==> src/rtl/dmac_cfg_pkg.sv <==
// DMA controller configuration block: shared constants and types.
// Offsets are relative to a channel's 0x100-byte register page.
package dmac_cfg_pkg;

    localparam logic [7:0]  OFF_SRC  = 8'h00;
    localparam logic [7:0]  OFF_DST  = 8'h04;
    localparam logic [7:0]  OFF_LEN  = 8'h08;
    localparam logic [7:0]  OFF_CMD  = 8'h0C;
    localparam logic [7:0]  OFF_STAT = 8'h10;

    localparam int unsigned CH_SFR_SIZE    = 32'h100;
    localparam int unsigned PAGE_LSB       = $clog2(CH_SFR_SIZE);
    localparam logic [31:0] IP_VERSION_DEF = 32'h0002_0101;

    typedef enum logic {
        CH_IDLE = 1'b0,
        CH_BUSY = 1'b1
    } ch_state_e;

    function automatic logic off_mapped(input logic [7:0] off);
        return off inside {OFF_SRC, OFF_DST, OFF_LEN, OFF_CMD, OFF_STAT};
    endfunction

endpackage

==> src/rtl/dmac_cfg_ch.sv <==
// One DMA channel: SRC/DST/LEN registers, IDLE/BUSY FSM, start pulse.
// Address decode of the page is done by the parent; this sees offsets.
module dmac_cfg_ch
    import dmac_cfg_pkg::*;
(
    input  logic        clk,
    input  logic        rst_n,
    input  logic        wr_en_i,
    input  logic [7:0]  off_i,
    input  logic [31:0] wdata_i,
    input  logic        done_i,
    output logic [31:0] src_o,
    output logic [31:0] dst_o,
    output logic [15:0] len_o,
    output logic        start_o,
    output logic        idle_o
);

    logic [31:0] src_q;
    logic [31:0] dst_q;
    logic [15:0] len_q;
    ch_state_e   state_q, state_d;
    logic        start_q, start_d;
    logic        cmd_go;

    assign cmd_go = wr_en_i && (off_i == OFF_CMD) && wdata_i[0];

    // Address registers stay writable while BUSY; engines latch on start.
    always_ff @(posedge clk or negedge rst_n) begin
        if (!rst_n) begin
            src_q <= '0;
            dst_q <= '0;
            len_q <= '0;
        end else if (wr_en_i) begin
            case (off_i)
                OFF_SRC: src_q <= wdata_i;
                OFF_DST: dst_q <= wdata_i;
                OFF_LEN: len_q <= wdata_i[15:0];
                default: ;
            endcase
        end
    end

    // Next state: CMD only counts in IDLE, done only counts in BUSY.
    always_comb begin
        state_d = state_q;
        start_d = 1'b0;
        unique case (state_q)
            CH_IDLE: begin
                if (cmd_go) begin
                    state_d = CH_BUSY;
                    start_d = 1'b1;
                end
            end
            CH_BUSY: begin
                if (done_i) begin
                    state_d = CH_IDLE;
                end
            end
            default: state_d = CH_IDLE;
        endcase
    end

    // State register and the registered one-cycle start pulse.
    always_ff @(posedge clk or negedge rst_n) begin
        if (!rst_n) begin
            state_q <= CH_IDLE;
            start_q <= 1'b0;
        end else begin
            state_q <= state_d;
            start_q <= start_d;
        end
    end

    assign src_o   = src_q;
    assign dst_o   = dst_q;
    assign len_o   = len_q;
    assign start_o = start_q;
    assign idle_o  = (state_q == CH_IDLE);

endmodule

==> src/rtl/dmac_cfg.sv <==
// APB configuration front-end for an N_CH-channel DMA controller.
// Optional DMAC_CFG_SLVERR_EN flags bad accesses on pslverr_o.
module dmac_cfg
    import dmac_cfg_pkg::*;
#(
    parameter int          N_CH       = 4,
    parameter logic [31:0] IP_VERSION = IP_VERSION_DEF
) (
    input  logic                      clk,
    input  logic                      rst_n,
    input  logic                      psel_i,
    input  logic                      penable_i,
    input  logic [11:0]               paddr_i,
    input  logic                      pwrite_i,
    input  logic [31:0]               pwdata_i,
    output logic                      pready_o,
    output logic [31:0]               prdata_o,
    output logic                      pslverr_o,
    output logic [N_CH-1:0][31:0]     ch_src_o,
    output logic [N_CH-1:0][31:0]     ch_dst_o,
    output logic [N_CH-1:0][15:0]     ch_len_o,
    output logic [N_CH-1:0]           ch_start_o,
    input  logic [N_CH-1:0]           ch_done_i
);

    logic [3:0]      page;
    logic [7:0]      off;
    logic            acc;
    logic            wr_acc;
    logic            setup_rd;
    logic            ch_ok;
    logic [N_CH-1:0] wr_en;
    logic [N_CH-1:0] idle;
    logic [31:0]     rdata_d;
    logic [31:0]     prdata_q;

    // Page 0 holds global registers; page n+1 is channel n.
    assign page     = paddr_i[11:PAGE_LSB];
    assign off      = paddr_i[PAGE_LSB-1:0];
    assign acc      = psel_i & penable_i;
    assign wr_acc   = acc & pwrite_i;
    assign setup_rd = psel_i & ~penable_i & ~pwrite_i;
    assign ch_ok    = (page != 4'd0) && (page <= 4'(N_CH));
    assign pready_o = acc;

    for (genvar g = 0; g < N_CH; g++) begin : g_ch
        assign wr_en[g] = wr_acc && (page == 4'(g + 1));

        dmac_cfg_ch u_ch (
            .clk     (clk),
            .rst_n   (rst_n),
            .wr_en_i (wr_en[g]),
            .off_i   (off),
            .wdata_i (pwdata_i),
            .done_i  (ch_done_i[g]),
            .src_o   (ch_src_o[g]),
            .dst_o   (ch_dst_o[g]),
            .len_o   (ch_len_o[g]),
            .start_o (ch_start_o[g]),
            .idle_o  (idle[g])
        );
    end

    // Read mux; CMD, unmapped and out-of-range pages read as zero.
    always_comb begin
        rdata_d = '0;
        if (page == 4'd0 && off == 8'h00) begin
            rdata_d = IP_VERSION;
        end
        for (int n = 0; n < N_CH; n++) begin
            if (page == 4'(n + 1)) begin
                case (off)
                    OFF_SRC:  rdata_d = ch_src_o[n];
                    OFF_DST:  rdata_d = ch_dst_o[n];
                    OFF_LEN:  rdata_d = {16'h0, ch_len_o[n]};
                    OFF_STAT: rdata_d = {31'h0, idle[n]};
                    default:  rdata_d = '0;
                endcase
            end
        end
    end

    // Read data is captured in the setup phase and held afterwards.
    always_ff @(posedge clk or negedge rst_n) begin
        if (!rst_n) begin
            prdata_q <= '0;
        end else if (setup_rd) begin
            prdata_q <= rdata_d;
        end
    end

    assign prdata_o = prdata_q;

`ifdef DMAC_CFG_SLVERR_EN
    logic sel_busy;
    logic unmapped;
    logic oob;
    logic ro_wr;
    logic busy_cmd;

    // Busy flag of the addressed channel, for the CMD-in-BUSY error.
    always_comb begin
        sel_busy = 1'b0;
        for (int n = 0; n < N_CH; n++) begin
            if (page == 4'(n + 1)) begin
                sel_busy = ~idle[n];
            end
        end
    end

    assign unmapped = (page == 4'd0) ? (off != 8'h00)
                    : (ch_ok & ~off_mapped(off));
    assign oob      = (page > 4'(N_CH));
    assign ro_wr    = pwrite_i & (((page == 4'd0) & (off == 8'h00))
                    | (ch_ok & (off == OFF_STAT)));
    assign busy_cmd = pwrite_i & ch_ok & (off == OFF_CMD) & sel_busy;

    assign pslverr_o = rst_n & acc & (unmapped | oob | ro_wr | busy_cmd);
`else
    assign pslverr_o = 1'b0;
`endif

endmodule

==> config.mk <==
export PLATFORM = sky130hd
export DESIGN_NAME = dmac_cfg
export DESIGN_NICKNAME = d
export VERILOG_FILES = /design/src/rtl/dmac_cfg_pkg.sv /design/src/rtl/dmac_cfg_ch.sv /design/src/rtl/dmac_cfg.sv
export SDC_FILE = /design/constraint.sdc
export NUM_CORES = 1
export LEC_CHECK = 0
export CAP_MARGIN = 30
export CORE_MARGIN = 2
export CORE_UTILIZATION = 50
export DETAILED_ROUTE_END_ITERATION = 10
export PLACE_DENSITY = 0.81
export SLEW_MARGIN = 20
export SYNTH_ARGS = -nofsm -noshare
export SYNTH_HDL_FRONTEND = slang
export SYNTH_SLANG_ARGS = --single-unit
export TNS_END_PERCENT = 50
==> constraint.sdc <==
create_clock -name clk -period 1.86 [get_ports clk]
set_clock_uncertainty 0.15 [all_clocks]
set_input_delay 0.372 -clock clk [delete_from_list [all_inputs] [get_ports clk]]
set_output_delay 0.372 -clock clk [all_outputs]
set_load 0.02 [all_outputs]
# Word level (Yosys, flattened, before mapping)
# Index checks and enable logic that the tools add are counted.
[word_totals]
ff_bits = 360
output_inout_bits = 358
elab_cells = 91
inputBits = 53
[op_classes]
n_reduce_logical = 27
eq_ne = 8
n_bitwise = 10
mux = 25
[ops]
columns = ["cell", "n"]
rows = [
  ["$pmux W32 S4", 4],
  ["$mux W32", 4],
  ["$reduce_and A2 Y1", 12],
  ["$mux W18", 1],
  ["$eq A8 B4 Y1 const B", 2],
  ["$logic_and A1 B1 Y1", 13],
  ["$mux W1", 12],
  ["$eq A4 B2 Y1 const B", 2],
  ["$eq A8 B3 Y1 const B", 1],
  ["$eq A8 B5 Y1 const B", 1],
  ["$logic_not A8 Y1", 1],
  ["$pmux W1 S2", 4],
  ["$not A1 Y1", 6],
  ["$and A1 B1 Y1", 4],
  ["$eq A4 B1 Y1 const B", 1],
  ["$eq A4 B3 Y1 const B", 1],
  ["$logic_not A4 Y1", 1],
]

# Longest topological paths before layout
[depth]
word_depth = 7
mapped_depth = 8
depth_no_buf = 5

# Modules after synthesis
# A second synthesis with hierarchy kept.
[unflattened]
hier_cells = 1283
hier_area_um2 = 17660.7
[by_module_without_submodules]
columns = ["module", "n_inst", "area_each_um2", "seq_area_each_um2", "cells_each"]
rows = [
  ["dmac_cfg_ch", 4, 3295.7, 2052.0, 181],
  ["dmac_cfg", 1, 4478.0, 800.8, 559],
]

# Worst setup path after synthesis
# OpenSTA, ideal clock, no wires.
[synth_timing]
kind = "input to register"
start = "input paddr_i[3]"
end = "register g_ch[3].u_ch.dst_q[11]"
required_time_ns = 1.585
path_buffers = 2
path_stages = 7
setup_slack_ns = -0.431
setup_time_ns = 0.125
arrival_ns = 2.016
path_cell_list = "buf_2 > or4_4 > nor2_2 > nand2_2 > nor2_2 > buf_4 > mux2_2"
[synth_between]
elab_chain_cells = 2
[synth_lines]
columns = ["element", "line_no", "rtl"]
rows = [
  ["from (decl)", "dmac_cfg.sv:13", "input logic [11:0] paddr_i,"],
  ["$eq A8 B3 Y1", "dmac_cfg_ch.sv:35", "case (off_i)"],
  ["$reduce_and A2 Y1 (no line)", "-", ""],
  ["to (signal assigned)", "dmac_cfg_ch.sv:37", "OFF_DST: dst_q <= wdata_i;"],
  ["to (decl)", "dmac_cfg_ch.sv:20", "logic [31:0] dst_q;"],
]
# No other way between the ends.
# A chain may end at the register's enable or synchronous reset.

# Worst setup path after layout
[layout_timing]
start = "input paddr_i[1]"
end = "register g_ch[3].u_ch.dst_q[18]"
# The elaborated chain is that of the path after synthesis.

==> results <==
- The run finished, with violations left.
- The checks that failed: setup timing.
- The total length of routed wires is 64600 um.
- Data arrives at the worst endpoint at 2.32 ns.
- The clock drives 360 sinks.
- The path category of the worst min-delay check is in -> async.
- The worst setup slack for register-to-register paths is 0.22 ns.
- The kind of critical path is in -> reg.
- The synthesized design contains 360 register bits.
- The global routing met2 resource utilization is 58.5%.
- The distinct cell type count after synthesis is 58.
- Of the available clock period, the critical path in the final layout requires 111%.
- The TritonCTS buffer count is 38.
- The source-to-sink clock delay at the later pin of the worst-skew pair is 0.54 ns.
- The critical path goes through buf_6, or4_4, nor2_4, nand2_4, buf_6, buf_12, nor2_4, buf_12, buf_12, buf_16, mux2_4.
- The congestion estimate from routability-driven global placement came to 0.895.
- The data required time of the worst path is 2.12 ns.
- The number of I/O pins is 411.
- The highest-delay cell along the critical path is sky130_fd_sc_hd__or4_4.
- Timing analysis after detailed placement gives a worst setup slack of -0.946 ns.
- After synthesis, the share of flip-flops with an asynchronous set or reset is 100%.
- For this configuration, the core starts out at a cell density of 50.6%.
- Of all cell types, the one taking the most synthesized area is sky130_fd_sc_hd__dfrtp_1.
- Sequential cells were found to cover 53.3% of the synthesized design area.
- The static leakage power is 13.1 nW.
- The floorplan step defined a core boundary enclosing 33400 um^2.
- The top cell type's share of synthesized area is 53.3%.
- The count of endpoints failing hold in the final timing report is 0.
- The synthesized instance count is 1293.
- The net count of the finished layout is 1854.
- The number of antenna violations at the first check in global routing is 6.
- For this run, the leading register cell type out of synthesis is sky130_fd_sc_hd__dfrtp_1.
- The first global-routing pass estimated 95900 um of wire.
- In the post-synthesis netlist, the cell with the most instances is sky130_fd_sc_hd__dfrtp_1.
- The Yosys step of the flow raised 0 warnings.
- The commonest cells after synthesis are sky130_fd_sc_hd__dfrtp_1 (360), sky130_fd_sc_hd__mux2_2 (356), sky130_fd_sc_hd__o21ai_0 (97), sky130_fd_sc_hd__clkbuf_1 (51), sky130_fd_sc_hd__a22oi_1 (44).
- The deepest clock path buffer count is 3.
- The type of element capturing the critical path is a register.
- The core occupancy in the finished layout is 74.0%.
- The met3 demand-to-capacity share in global routing is 8.12%.
- Dividing total power by cell area gives a power density of 692 nW/um^2.
- For this block, the initial DRC count from the detailed router was 1145.
- Synthesis produced a netlist with a net count of 1346.
- For met1 alone, demand over resource in global routing was 45.8%.
- In this run, synthesis inferred 0 flip-flops with an integrated enable.
- IR analysis of the VDD net gives a maximum drop of 0.000671 V.
- The area of the die is 35300 um^2.
- The clock slew at the register clock pins of the worst setup and hold paths is 0.06 ns.
- The netlist area before placement is 16900 um^2.
- The maximum fanout count along the critical path is 5.
- The family of cells with the greatest summed delay on the critical path is simple AND/OR/NAND/NOR gates.
- For this run, the total global-route usage over all layers was measured as 36.1%.
- CTS placed an instance of sky130_fd_sc_hd__clkbuf_16 at the clock tree root.
- Input and output buffers added on the ports amount to 409.
- The TritonCTS clock tree is done.
- The area of all placed cells without fillers is 24700 um^2.
- Dividing the detail-routed via count by the number of cells gives 6.18.
- Counting stages on the worst path, the most repeated cell is sky130_fd_sc_hd__buf_12.
- The pre-antenna-repair detailed-routing pass consisted of 5 iterations.
- After detailed routing, the average wire length per cell comes to 28.3 um.
- The origin of the worst setup path is paddr_i[1].
- The biggest cell delay along the critical path is 0.57 ns.
- The count of buffering cells on the critical path with inverters included is 6.
- In this run the number of H-tree levels came out at 2.
- The total number of vias is 14.1k.
- The maximum operating frequency is 0.484 GHz.
- The area growth from synthesis to layout is 46.1%.
- The remaining max-slew budget at the tightest pin is 65.0%.
- The kind of launch point of the worst setup path is a primary input.
- The number of global-route vias before repair is 14.7k.
- Each instance of the synthesized netlist takes up on average 13.1 um^2.
- The worst register-to-register path begins at g_ch[2].u_ch.dst_o[5].
- Summed over all layers, the global routing overflow is 0.
- In this run the most used layer during global routing was met2.
- The smallest clock period supported by the final layout is computed as 2.06 ns.
- The largest net degree at the start of global routing is 61.
- By area the synthesized netlist is led by sky130_fd_sc_hd__dfrtp_1 (53%), sky130_fd_sc_hd__mux2_2 (24%), sky130_fd_sc_hd__o21ai_0 (2.9%).
- After layout, the worst setup slack is -0.204 ns.
- The sum of net half-perimeters after detailed placement is 41900 um.
- The placement-stage cell area is 22600 um^2.
- The post-route netlist has 38.6% of its cells at a drive strength greater than 1.
- The count of final setup violators is 130.
- For the pin with the worst max-slew slack, the measured transition is 0.517 ns.
- The detail route stage leaves a number of antenna-violating nets equal to 0.
- The die is 188 um tall.
- In this run the horizontal extent of the chip is 188 um.
- The number of pins exceeding their max-slew limit in the final report was 0.
- For this run, design rule violations remaining after detail routing come to 0.
- In this run the core area contains 67 standard-cell rows.
- Max-cap violations in this run came to 0.
- Setup repair after global routing could not meet its margin everywhere.
-- cells by family (layout without fill, tap and decap cells) --
logic type / count (synthesis) / count (layout) / synth area share [%]
other: 1 / 8 / 0.0222
AO/OA/AOI/OAI: 245 / 245 / 9.27
multiplexers: 428 / 428 / 29.0
AND/OR/NAND/NOR: 137 / 137 / 4.92
buffers and inverters: 122 / 657 / 3.46
flip-flops: 360 / 360 / 53.3
-- state kept, by name, summed over array words and instances, names as in the netlist --
register and cells:
prdata_o 32, g_ch.u_ch.dst_o 128, g_ch.u_ch.len_o 64, g_ch.u_ch.state_q 4
g_ch.u_ch.src_o 128, g_ch.u_ch.start_o 4
-- through the flow --
stage	setup TNS, ns	total power, mW	hold WS, ns	instances
finish	-15.30	17.1	0.206	2283
global route	-16.35	17.5	0.224	2282
CTS	-10.16	17.0	0.214	2272
detailed placement	-286.32	9.03	0.170	2170
global placement	-272.84	9.02	0.168	2170
floorplan	-87.35	8.37	-0.0736	1293
-- repair_timing --
| action | in CTS | in global routing |
|---|---|---|
| cloned | 13 | 3 |
| setup endpoints to repair | 716 | 291 |
| endpoints found under the hold margin | 107 | 0 |
| hold buffers | 1 | 0 |
| pin swaps | 12 | 13 |
| resized for setup | 541 | 126 |
| buffers inserted | 22 | 8 |
-- cells in the final DEF, fill, tap and decap left out, types with 4 or more instances in the layout --
cell type | Yosys | layout
sky130_fd_sc_hd__mux2_4 | 30 | 174
sky130_fd_sc_hd__bufinv_16 | 0 | 5
sky130_fd_sc_hd__nand3b_1 | 9 | 9
sky130_fd_sc_hd__nor3_2 | 2 | 5
sky130_fd_sc_hd__mux2_2 | 356 | 219
sky130_fd_sc_hd__clkdlybuf4s15_1 | 0 | 44
sky130_fd_sc_hd__inv_1 | 15 | 14
sky130_fd_sc_hd__buf_16 | 0 | 11
sky130_fd_sc_hd__buf_12 | 0 | 44
sky130_fd_sc_hd__buf_2 | 29 | 4
sky130_fd_sc_hd__a21o_1 | 5 | 5
sky130_fd_sc_hd__clkdlybuf4s50_1 | 0 | 37
sky130_fd_sc_hd__nand2_2 | 5 | 4
sky130_fd_sc_hd__buf_8 | 0 | 4
sky130_fd_sc_hd__a211oi_1 | 18 | 18
sky130_fd_sc_hd__nand2_1 | 31 | 29
sky130_fd_sc_hd__a31oi_1 | 34 | 34
sky130_fd_sc_hd__nor2_4 | 3 | 9
sky130_fd_sc_hd__a211o_1 | 4 | 4
sky130_fd_sc_hd__a22oi_1 | 44 | 44
sky130_fd_sc_hd__and2_1 | 17 | 17
sky130_fd_sc_hd__nor2_1 | 16 | 14
sky130_fd_sc_hd__dlygate4sd2_1 | 0 | 291
sky130_fd_sc_hd__clkbuf_2 | 0 | 25
sky130_fd_sc_hd__nor2b_1 | 18 | 17
sky130_fd_sc_hd__o21ai_1 | 0 | 5
sky130_fd_sc_hd__clkbuf_16 | 0 | 42
sky130_fd_sc_hd__o22ai_1 | 17 | 16
sky130_fd_sc_hd__dfrtp_1 | 360 | 359
sky130_fd_sc_hd__a21oi_1 | 4 | 4
sky130_fd_sc_hd__o211ai_1 | 5 | 5
sky130_fd_sc_hd__clkbuf_8 | 0 | 8
sky130_fd_sc_hd__mux2i_1 | 34 | 34
sky130_fd_sc_hd__buf_6 | 3 | 9
sky130_fd_sc_hd__o221a_2 | 4 | 4
sky130_fd_sc_hd__o21ai_0 | 97 | 92
sky130_fd_sc_hd__buf_4 | 18 | 99
sky130_fd_sc_hd__clkinv_2 | 0 | 6
sky130_fd_sc_hd__a221o_1 | 5 | 5
sky130_fd_sc_hd__diode_2 | 0 | 7
-- metal layers --
metal	routed length, um	vias up	share of wire [%]
li1	-	5787	-
met1	24600	7228	38
met2	30500	885	47
met3	5980	215	9.3
met4	3550	0	5.5
met5	0	-	0
-- report_power, final --
part	leakage [nW]	switching [mW]	internal, mW	total [mW]
registers	5.02	0.0158	7.85	7.86
logic	7.37	0.668	0.385	1.05
clock network	0.658	3.29	4.87	8.17
-- cell type report --
type,count,area [um^2]
Inverter,15,56.3
Clock inverter,17,245
Antenna cell,7,17.5
Multi-Input combinational cell,811,7990
Timing Repair Buffer,575,5710
Tap cell,448,561
Sequential cell,360,9010
Clock buffer,50,1100
Fill cell,2245,8680
-- worst paths after layout --
path | depth (start not counted) | to
max in group asynchronous | 3 | g_ch[1].u_ch.dst_o[6]
hold / removal | 2 | prdata_o[4]
setup reg to reg | 5 | prdata_o[5]
hold reg to reg | 1 | g_ch[2].u_ch.start_o
min in group clk | 4 | prdata_o[15]
setup / recovery | 11 | g_ch[3].u_ch.dst_o[18]
No activity file was read; power rests on OpenSTA's default activity.
